$ cat src/rtl/btn_debounce_pkg.sv
// -----------------------------------------------------------------------------
// btn_debounce_pkg
//   Shared definitions for the Go Board push-button conditioning block:
//   - btn_state_e   : per-channel debounce FSM states (REL, PCHK, PRS, RCHK)
//   - GO_BOARD_CLK_HZ and the default debounce / auto-repeat periods
//   - ms_to_cycles(): converts a period in milliseconds to clk cycles
// -----------------------------------------------------------------------------
package btn_debounce_pkg;

    // Go Board oscillator frequency.
    localparam int unsigned GO_BOARD_CLK_HZ = 25_000_000;

    function automatic int unsigned ms_to_cycles(input int unsigned ms);
        return (GO_BOARD_CLK_HZ / 1000) * ms;
    endfunction

    localparam int unsigned DEFAULT_NUM_BTN         = 4;
    localparam int unsigned DEFAULT_DEBOUNCE_CYCLES = ms_to_cycles(10);   // 250_000
    localparam int unsigned DEFAULT_REPEAT_CYCLES   = ms_to_cycles(100);  // 2_500_000

    // REL  : stable released
    // PCHK : candidate press, counting stable-high samples
    // PRS  : stable pressed
    // RCHK : candidate release, counting stable-low samples
    typedef enum logic [1:0] {
        REL  = 2'd0,
        PCHK = 2'd1,
        PRS  = 2'd2,
        RCHK = 2'd3
    } btn_state_e;

endpackage : btn_debounce_pkg

$ cat src/rtl/btn_debounce_if.sv
// -----------------------------------------------------------------------------
// btn_debounce_if
//   Bundles the raw button pins and the conditioned outputs of btn_debounce.
//   Signals (all NUM_BTN wide, one bit per button channel):
//     btn_raw     : raw, bouncing, asynchronous pins (1 = pressed)
//     btn_level   : debounced level
//     btn_press   : one-clock strobe on an accepted press
//     btn_release : one-clock strobe on an accepted release
//     btn_toggle  : flips on every btn_press (LED drive)
//   Modports:
//     master : the board / user side, drives btn_raw and reads the results
//     slave  : the debouncer, reads btn_raw and drives the results
// -----------------------------------------------------------------------------
interface btn_debounce_if
    import btn_debounce_pkg::*;
#(
    parameter int unsigned NUM_BTN = DEFAULT_NUM_BTN
);

    logic [NUM_BTN-1:0] btn_raw;
    logic [NUM_BTN-1:0] btn_level;
    logic [NUM_BTN-1:0] btn_press;
    logic [NUM_BTN-1:0] btn_release;
    logic [NUM_BTN-1:0] btn_toggle;

    modport master (
        output btn_raw,
        input  btn_level,
        input  btn_press,
        input  btn_release,
        input  btn_toggle
    );

    modport slave (
        input  btn_raw,
        output btn_level,
        output btn_press,
        output btn_release,
        output btn_toggle
    );

endinterface : btn_debounce_if

$ cat src/rtl/btn_debounce_chan.sv
// -----------------------------------------------------------------------------
// btn_debounce_chan
//   One button channel: 2-flop synchronizer, 4-state debounce FSM with a
//   stability counter, registered level / press / release / toggle outputs.
//
//   Optional feature (macro BTN_DEBOUNCE_AUTO_REPEAT_EN): while the button is
//   held in PRS, a repeat counter re-issues o_btn_press (and flips
//   o_btn_toggle) every REPEAT_CYCLES clocks.
//
//   Ports:
//     clk           : system clock
//     rst_n         : asynchronous active-low reset
//     i_btn_raw     : raw button pin, asynchronous to clk
//     o_btn_level   : debounced level
//     o_btn_press   : one-clock press strobe
//     o_btn_release : one-clock release strobe
//     o_btn_toggle  : flips on every press strobe
// -----------------------------------------------------------------------------
module btn_debounce_chan
    import btn_debounce_pkg::*;
#(
    parameter int unsigned DEBOUNCE_CYCLES = DEFAULT_DEBOUNCE_CYCLES,
    parameter int unsigned REPEAT_CYCLES   = DEFAULT_REPEAT_CYCLES
) (
    input  logic clk,
    input  logic rst_n,
    input  logic i_btn_raw,
    output logic o_btn_level,
    output logic o_btn_press,
    output logic o_btn_release,
    output logic o_btn_toggle
);

    // Stability counter only needs to reach DEBOUNCE_CYCLES-1; it is cleared
    // on every state change, so it can never wrap.
    localparam int unsigned CNT_W = (DEBOUNCE_CYCLES > 2) ? $clog2(DEBOUNCE_CYCLES) : 1;
    localparam logic [CNT_W-1:0] CNT_LAST = CNT_W'(DEBOUNCE_CYCLES - 1);

    if (DEBOUNCE_CYCLES < 2 || REPEAT_CYCLES < 2) begin : g_cfg_check
        $error("btn_debounce_chan: DEBOUNCE_CYCLES and REPEAT_CYCLES must be >= 2");
    end

    // -------------------------------------------------------------------------
    // Synchronizer
    // -------------------------------------------------------------------------
    logic r_sync1;
    logic r_sync2;

    // NOTE: i_btn_raw is asynchronous; only r_sync2 may feed any logic, giving
    // r_sync1 a full cycle to resolve metastability.
    always_ff @(posedge clk or negedge rst_n) begin
        if (!rst_n) begin
            r_sync1 <= 1'b0;
            r_sync2 <= 1'b0;
        end else begin
            r_sync1 <= i_btn_raw;
            r_sync2 <= r_sync1;
        end
    end

    // -------------------------------------------------------------------------
    // Debounce FSM
    // -------------------------------------------------------------------------
    btn_state_e       r_state;
    logic [CNT_W-1:0] r_cnt;
    logic             r_level;
    logic             r_press;
    logic             r_release;
    logic             r_toggle;

    btn_state_e       w_state_nxt;
    logic [CNT_W-1:0] w_cnt_nxt;
    logic             w_level_nxt;
    logic             w_press_nxt;
    logic             w_release_nxt;
    logic             w_toggle_nxt;

`ifdef BTN_DEBOUNCE_AUTO_REPEAT_EN
    localparam int unsigned REP_W = (REPEAT_CYCLES > 2) ? $clog2(REPEAT_CYCLES) : 1;
    localparam logic [REP_W-1:0] REP_LAST = REP_W'(REPEAT_CYCLES - 1);

    logic [REP_W-1:0] r_rep_cnt;
    logic [REP_W-1:0] w_rep_cnt_nxt;
`endif

    // NOTE: every signal written here gets a default first, so no path through
    // the case statement can leave one unassigned and infer a latch.
    always_comb begin
        w_state_nxt   = r_state;
        w_cnt_nxt     = r_cnt;
        w_level_nxt   = r_level;
        w_press_nxt   = 1'b0;
        w_release_nxt = 1'b0;
        w_toggle_nxt  = r_toggle;
`ifdef BTN_DEBOUNCE_AUTO_REPEAT_EN
        w_rep_cnt_nxt = r_rep_cnt;
`endif

        case (r_state)
            REL: begin
                if (r_sync2) begin
                    w_state_nxt = PCHK;
                    w_cnt_nxt   = '0;
                end
            end

            PCHK: begin
                if (!r_sync2) begin
                    w_state_nxt = REL;
                    w_cnt_nxt   = '0;
                end else if (r_cnt == CNT_LAST) begin
                    w_state_nxt  = PRS;
                    w_cnt_nxt    = '0;
                    w_level_nxt  = 1'b1;
                    w_press_nxt  = 1'b1;
                    w_toggle_nxt = ~r_toggle;
`ifdef BTN_DEBOUNCE_AUTO_REPEAT_EN
                    w_rep_cnt_nxt = '0;
`endif
                end else begin
                    w_cnt_nxt = r_cnt + 1'b1;
                end
            end

            PRS: begin
                if (!r_sync2) begin
                    w_state_nxt = RCHK;
                    w_cnt_nxt   = '0;
`ifdef BTN_DEBOUNCE_AUTO_REPEAT_EN
                end else if (r_rep_cnt == REP_LAST) begin
                    w_rep_cnt_nxt = '0;
                    w_press_nxt   = 1'b1;
                    w_toggle_nxt  = ~r_toggle;
                end else begin
                    w_rep_cnt_nxt = r_rep_cnt + 1'b1;
`endif
                end
            end

            // A bounce back to PRS keeps the repeat phase: the repeat counter
            // is only restarted by a fresh acceptance out of PCHK.
            RCHK: begin
                if (r_sync2) begin
                    w_state_nxt = PRS;
                    w_cnt_nxt   = '0;
                end else if (r_cnt == CNT_LAST) begin
                    w_state_nxt   = REL;
                    w_cnt_nxt     = '0;
                    w_level_nxt   = 1'b0;
                    w_release_nxt = 1'b1;
                end else begin
                    w_cnt_nxt = r_cnt + 1'b1;
                end
            end

            default: begin
                w_state_nxt = REL;
                w_cnt_nxt   = '0;
            end
        endcase
    end

    // NOTE: sequential state uses non-blocking assignments so every register
    // samples the pre-edge values, independent of statement order.
    always_ff @(posedge clk or negedge rst_n) begin
        if (!rst_n) begin
            r_state   <= REL;
            r_cnt     <= '0;
            r_level   <= 1'b0;
            r_press   <= 1'b0;
            r_release <= 1'b0;
            r_toggle  <= 1'b0;
        end else begin
            r_state   <= w_state_nxt;
            r_cnt     <= w_cnt_nxt;
            r_level   <= w_level_nxt;
            r_press   <= w_press_nxt;
            r_release <= w_release_nxt;
            r_toggle  <= w_toggle_nxt;
        end
    end

`ifdef BTN_DEBOUNCE_AUTO_REPEAT_EN
    always_ff @(posedge clk or negedge rst_n) begin
        if (!rst_n) begin
            r_rep_cnt <= '0;
        end else begin
            r_rep_cnt <= w_rep_cnt_nxt;
        end
    end
`endif

    assign o_btn_level   = r_level;
    assign o_btn_press   = r_press;
    assign o_btn_release = r_release;
    assign o_btn_toggle  = r_toggle;

endmodule : btn_debounce_chan

$ cat src/rtl/btn_debounce.sv
// -----------------------------------------------------------------------------
// btn_debounce
//   Input conditioning for the Go Board push-buttons. Each of NUM_BTN raw,
//   bouncing, asynchronous pins is synchronized and debounced independently
//   (one btn_debounce_chan per button), producing a clean level, one-clock
//   press / release strobes and a press-toggled LED state.
//
//   Optional feature: define BTN_DEBOUNCE_AUTO_REPEAT_EN to re-issue
//   btn_press every REPEAT_CYCLES clocks while a button stays held.
//
//   Ports:
//     clk     : system clock (25 MHz on the Go Board)
//     rst_n   : asynchronous active-low reset, clears all state
//     btn_bus : btn_debounce_if.slave -- btn_raw in; btn_level, btn_press,
//               btn_release, btn_toggle out
// -----------------------------------------------------------------------------
module btn_debounce
    import btn_debounce_pkg::*;
#(
    parameter int unsigned NUM_BTN         = DEFAULT_NUM_BTN,
    parameter int unsigned DEBOUNCE_CYCLES = DEFAULT_DEBOUNCE_CYCLES,
    parameter int unsigned REPEAT_CYCLES   = DEFAULT_REPEAT_CYCLES
) (
    input  logic           clk,
    input  logic           rst_n,
    btn_debounce_if.slave  btn_bus
);

    logic [NUM_BTN-1:0] w_level;
    logic [NUM_BTN-1:0] w_press;
    logic [NUM_BTN-1:0] w_release;
    logic [NUM_BTN-1:0] w_toggle;

    for (genvar g = 0; g < NUM_BTN; g++) begin : g_chan
        btn_debounce_chan #(
            .DEBOUNCE_CYCLES (DEBOUNCE_CYCLES),
            .REPEAT_CYCLES   (REPEAT_CYCLES)
        ) u_chan (
            .clk           (clk),
            .rst_n         (rst_n),
            .i_btn_raw     (btn_bus.btn_raw[g]),
            .o_btn_level   (w_level[g]),
            .o_btn_press   (w_press[g]),
            .o_btn_release (w_release[g]),
            .o_btn_toggle  (w_toggle[g])
        );
    end

    assign btn_bus.btn_level   = w_level;
    assign btn_bus.btn_press   = w_press;
    assign btn_bus.btn_release = w_release;
    assign btn_bus.btn_toggle  = w_toggle;

endmodule : btn_debounce

$ cat src/flat_wrapper.sv
// flat-port wrapper written by rule: the top's interface ports become plain ports
module btn_debounce_flat import btn_debounce_pkg::*;
#(
    parameter int unsigned NUM_BTN         = DEFAULT_NUM_BTN,
    parameter int unsigned DEBOUNCE_CYCLES = DEFAULT_DEBOUNCE_CYCLES,
    parameter int unsigned REPEAT_CYCLES   = DEFAULT_REPEAT_CYCLES
)
  (clk, rst_n, btn_bus_btn_raw, btn_bus_btn_level, btn_bus_btn_press, btn_bus_btn_release, btn_bus_btn_toggle);
  btn_debounce_if #(.NUM_BTN(NUM_BTN)) btn_bus_i ();
  input  logic clk;
  input  logic rst_n;
  input wire logic [$bits(btn_bus_i.btn_raw)-1:0] btn_bus_btn_raw;
  output wire logic [$bits(btn_bus_i.btn_level)-1:0] btn_bus_btn_level;
  output wire logic [$bits(btn_bus_i.btn_press)-1:0] btn_bus_btn_press;
  output wire logic [$bits(btn_bus_i.btn_release)-1:0] btn_bus_btn_release;
  output wire logic [$bits(btn_bus_i.btn_toggle)-1:0] btn_bus_btn_toggle;
  assign btn_bus_i.btn_raw = btn_bus_btn_raw;
  assign btn_bus_btn_level = btn_bus_i.btn_level;
  assign btn_bus_btn_press = btn_bus_i.btn_press;
  assign btn_bus_btn_release = btn_bus_i.btn_release;
  assign btn_bus_btn_toggle = btn_bus_i.btn_toggle;
  btn_debounce #(.NUM_BTN(NUM_BTN), .DEBOUNCE_CYCLES(DEBOUNCE_CYCLES), .REPEAT_CYCLES(REPEAT_CYCLES)) u_core (.clk(clk), .rst_n(rst_n), .btn_bus(btn_bus_i));
endmodule
$ cat config.mk
export PLATFORM = sky130hd
export DESIGN_NAME = btn_debounce_flat
export DESIGN_NICKNAME = d
export VERILOG_FILES = /design/src/rtl/btn_debounce_pkg.sv /design/src/rtl/btn_debounce_if.sv /design/src/rtl/btn_debounce_chan.sv /design/src/rtl/btn_debounce.sv /design/src/flat_wrapper.sv
export SDC_FILE = /design/constraint.sdc
export NUM_CORES = 1
export LEC_CHECK = 0
export CORE_MARGIN = 5
export CORE_UTILIZATION = 25
export DETAILED_ROUTE_END_ITERATION = 7
export PLACE_DENSITY_LB_ADDON = 0.2
export SLEW_MARGIN = 20
export SYNTH_ARGS = -nofsm -noshare
export SYNTH_HDL_FRONTEND = slang
export SYNTH_SLANG_ARGS = --single-unit
$ cat constraint.sdc
create_clock -name clk -period 3.3 [get_ports clk]
set_clock_uncertainty 0.05 [all_clocks]
set_input_delay 0.825 -clock clk [delete_from_list [all_inputs] [get_ports clk]]
set_output_delay 0.825 -clock clk [all_outputs]
set_load 0.01 [all_outputs]
==> results.sh <==
export IMPL_syn_area_sq_mm=0.00533
export IMPL_diodes=0
export IMPL_finalHoldViolCount=0
export IMPL_grt_max_degree=50
export IMPL_area_growth_pct=12.7
export IMPL_required_ns=3.49
export IMPL_rows=53
export IMPL_path_depth=5
export IMPL_synth_edf_count=0
export IMPL_slowest_delay_ns=0.65
export IMPL_critPathKind="register to register"
export IMPL_num_fill_cells=2150
export IMPL_seq_area_sq_mm=0.00260
export IMPL_max_freq_mhz=371
export IMPL_dp_hpwl_um=8220
export IMPL_fin_crit_ns=2.69
export IMPL_first_pass_iters=5
export IMPL_worstSetupStartpointType="register"
export IMPL_cp_data_arrival_time_ns=2.89
export IMPL_numCtsBuffers=9
export IMPL_cp_end_kind="register"
export IMPL_post_cts_buffers=0
export IMPL_reg2reg_depth=5
export IMPL_vias=4275
export IMPL_drive_above_1_share_pct=5.49
export IMPL_drt_first_iter_violations=371
export IMPL_leakagePower_nw=2.46
export IMPL_ys_types=50
export IMPL_rrSetupSlack_ns=0.61
export IMPL_syn_instance_count=578
export IMPL_worstPathCellList="or4_1 -> or4_4 -> o31ai_2 -> o21ai_1 -> a21o_1"
export IMPL_drv_slew=0
export IMPL_worstSkewPairLatency_ns=0.35
export IMPL_grt_first_pass_wirelength_um=20200
export IMPL_pwr_density_cell_mw_per_mm2=433
export IMPL_setup_tns_ns=0
export IMPL_hp_class="register to register"
export IMPL_ys_dominant_reg_cell="dfrtp_1"
export IMPL_crit_buf_inv=0
export IMPL_hold_end="u_core.g_chan[1].u_chan.r_sync2"
export IMPL_grt_overflow_total=0
export IMPL_cts_tree="yes"
export IMPL_cts_buffer_depth=2
export IMPL_peakVddDrop_uv=275
export IMPL_grt_pass1_vias=4012
export IMPL_ant_nets=0
export IMPL_start_util_pct=25.3
export IMPL_ios=22
export IMPL_hp_start="u_core.g_chan[1].u_chan.r_sync1"
export IMPL_finalPower_mw=2.60
export IMPL_ys_ff_latch=104
export IMPL_yosys_warnings=0
export IMPL_clock_sinks=104
export IMPL_fin_crit_sh_pct=81.7
export IMPL_fin_nets=588
export IMPL_ys_seq_area_share_pct=48.8
export IMPL_core_area_sq_mm=0.0210
export IMPL_synthesis_nets=588
export IMPL_cp_max_fo=11
export IMPL_syn_area_per_cell_sq_um=9.22
export IMPL_status="completed"
export IMPL_slew_headroom_pct=39.7
export IMPL_wl_um=12100
export IMPL_layout_commonest_cell="dfrtp_1"
export IMPL_antenna_found_initial=0
export IMPL_cts_hold_buf=0
export IMPL_grt_usage_pct=10.1
export IMPL_rsz0062_at_grt="no"
export IMPL_die_area_sq_mm=0.0243
export IMPL_finalSetupViolCount=0
export IMPL_io_buffer_count=21
export IMPL_wl_per_cell_um=14.1
export IMPL_timing_rr_end="u_core.g_chan[3].u_chan.r_cnt[11]"
export IMPL_die_w_um=156
export IMPL_r2r_start="u_core.g_chan[3].u_chan.r_cnt[6]"
export IMPL_tightest_slew_ns=0.904
export IMPL_cts_max_level=3
export IMPL_ys_async_sr_fraction_pct=100
export IMPL_holdPathStages=0
export IMPL_path_clk_slew_ns=0.08
export IMPL_max_cap_violations=0
export IMPL_critPathTopFamily="simple AND/OR/NAND/NOR gates"
export IMPL_cts_resized_gates=0
export IMPL_gp_congestion=0.803
export IMPL_multi_input_comb_area_sq_mm=0.00244
export IMPL_final_cell_mix="dfrtp_1, nand2_1, nand3_1"
export IMPL_viasPerCell=4.98
export IMPL_die_h_um=156
export IMPL_cts_root_buf="clkbuf_16"
export IMPL_drc=0
export IMPL_worst_path_max_delay_cell="o31ai_2"
-- through the flow --
stage	setup slack [ns]	hold slack, ns	cells	area, sq um	utilization, %
2_1_floorplan	0.976	0.281	578	5330	-
3_3_place_gp	0.672	0.284	842	5730	27.2
3_5_place_dp	0.632	0.286	842	5730	27.2
4_1_cts	0.600	0.305	858	6000	28.6
5_1_grt	0.483	0.313	858	6000	28.6
6_report	0.605	0.303	858	6000	28.6
-- metal layers --
metal	wire length (um)	track usage [%]	vias up
li1	-	-	2132
met1	6060	13.9	2059
met3	390	2.33	9
met4	161	3.08	0
met2	5470	15.7	75
met5	0	0	-
-- synth_stat cells (3+ instances only) --
cell type | number | area, sq um
o21ai_1 | 4 | 20.0
nand2b_1 | 9 | 56.3
o31a_1 | 3 | 26.3
nand3_1 | 43 | 215
and2_1 | 6 | 37.5
inv_1 | 20 | 75.1
o211ai_1 | 4 | 30.0
or3_1 | 8 | 50.1
nand2_1 | 65 | 244
ha_1 | 4 | 50.1
o21ai_0 | 35 | 175
xnor2_1 | 4 | 35.0
a21boi_0 | 3 | 22.5
nor2b_1 | 3 | 18.8
xor2_1 | 6 | 52.6
a21o_1 | 15 | 113
buf_4 | 16 | 120
and3_1 | 9 | 56.3
clkbuf_1 | 18 | 67.6
a41oi_1 | 9 | 78.8
dfrtp_1 | 104 | 2600
nor3_1 | 18 | 90.1
nor3b_1 | 3 | 22.5
mux2i_1 | 5 | 50.1
nor4_1 | 12 | 75.1
a31oi_1 | 35 | 219
a21oi_1 | 24 | 120
o31ai_1 | 4 | 30.0
a22o_1 | 9 | 78.8
and4_1 | 6 | 52.6
or4_1 | 4 | 30.0
nand4_1 | 21 | 131
nor2_1 | 29 | 109
-- worst max-delay path by stage --
stage | startpoint | to | slack, ns
detailed placement | u_core.g_chan[3].u_chan.r_cnt[6] | u_core.g_chan[3].u_chan.r_cnt[11] | 0.63
finish | u_core.g_chan[3].u_chan.r_cnt[6] | u_core.g_chan[3].u_chan.r_cnt[11] | 0.61
floorplan | u_core.g_chan[3].u_chan.r_cnt[6] | u_core.g_chan[3].u_chan.r_cnt[1] | 0.98
CTS | u_core.g_chan[3].u_chan.r_cnt[6] | u_core.g_chan[3].u_chan.r_cnt[11] | 0.60
global placement | u_core.g_chan[3].u_chan.r_cnt[6] | u_core.g_chan[3].u_chan.r_cnt[5] | 0.67
global route | u_core.g_chan[3].u_chan.r_cnt[8] | u_core.g_chan[3].u_chan.r_cnt[5] | 0.48
-- state kept, by name, indices dropped and copies added (netlist names), named ones only --
| name | flops |
|---|---|
| u_core.g_chan.u_chan.r_sync1 | 4 |
| u_core.g_chan.u_chan.r_state | 4 |
| u_core.g_chan.u_chan.r_sync2 | 4 |
| u_core.g_chan.u_chan.r_cnt | 72 |
| u_core.g_chan.u_chan.o_btn_release | 4 |
| u_core.g_chan.u_chan.o_btn_toggle | 4 |
| u_core.g_chan.u_chan.o_btn_level | 4 |
| u_core.g_chan.u_chan.o_btn_press | 4 |
-- power breakdown --
group / total [mW] / internal [mW] / switching (mW)
registers: 1.34 / 1.30 / 0.0361
logic: 0.228 / 0.0734 / 0.155
clock network: 1.03 / 0.521 / 0.513
total: 2.60 / 1.90 / 0.704
-- cell families (layout without fill, tap and decap cells) --
family          after synthesis  in the layout  share of synthesized area, %
flops                       104            104                          48.8
fa+ha+maj                     4              4                         0.939
buf+inv                      58             63                          5.40
simple gates                246            246                          24.0
mux                           6              6                          1.15
xor+xnor                     10             10                          1.64
compound gates              150            150                          18.0
-- layout make-up --
type,count,area share (%)
flip-flops and latches,104,43.4
multi-input cells,416,40.6
well taps,275,5.73
repair buffers,27,4.42
clock buffers,9,3.75
inverters,20,1.25
clock inverters,7,0.875
Power figures use the tool's default switching activity.
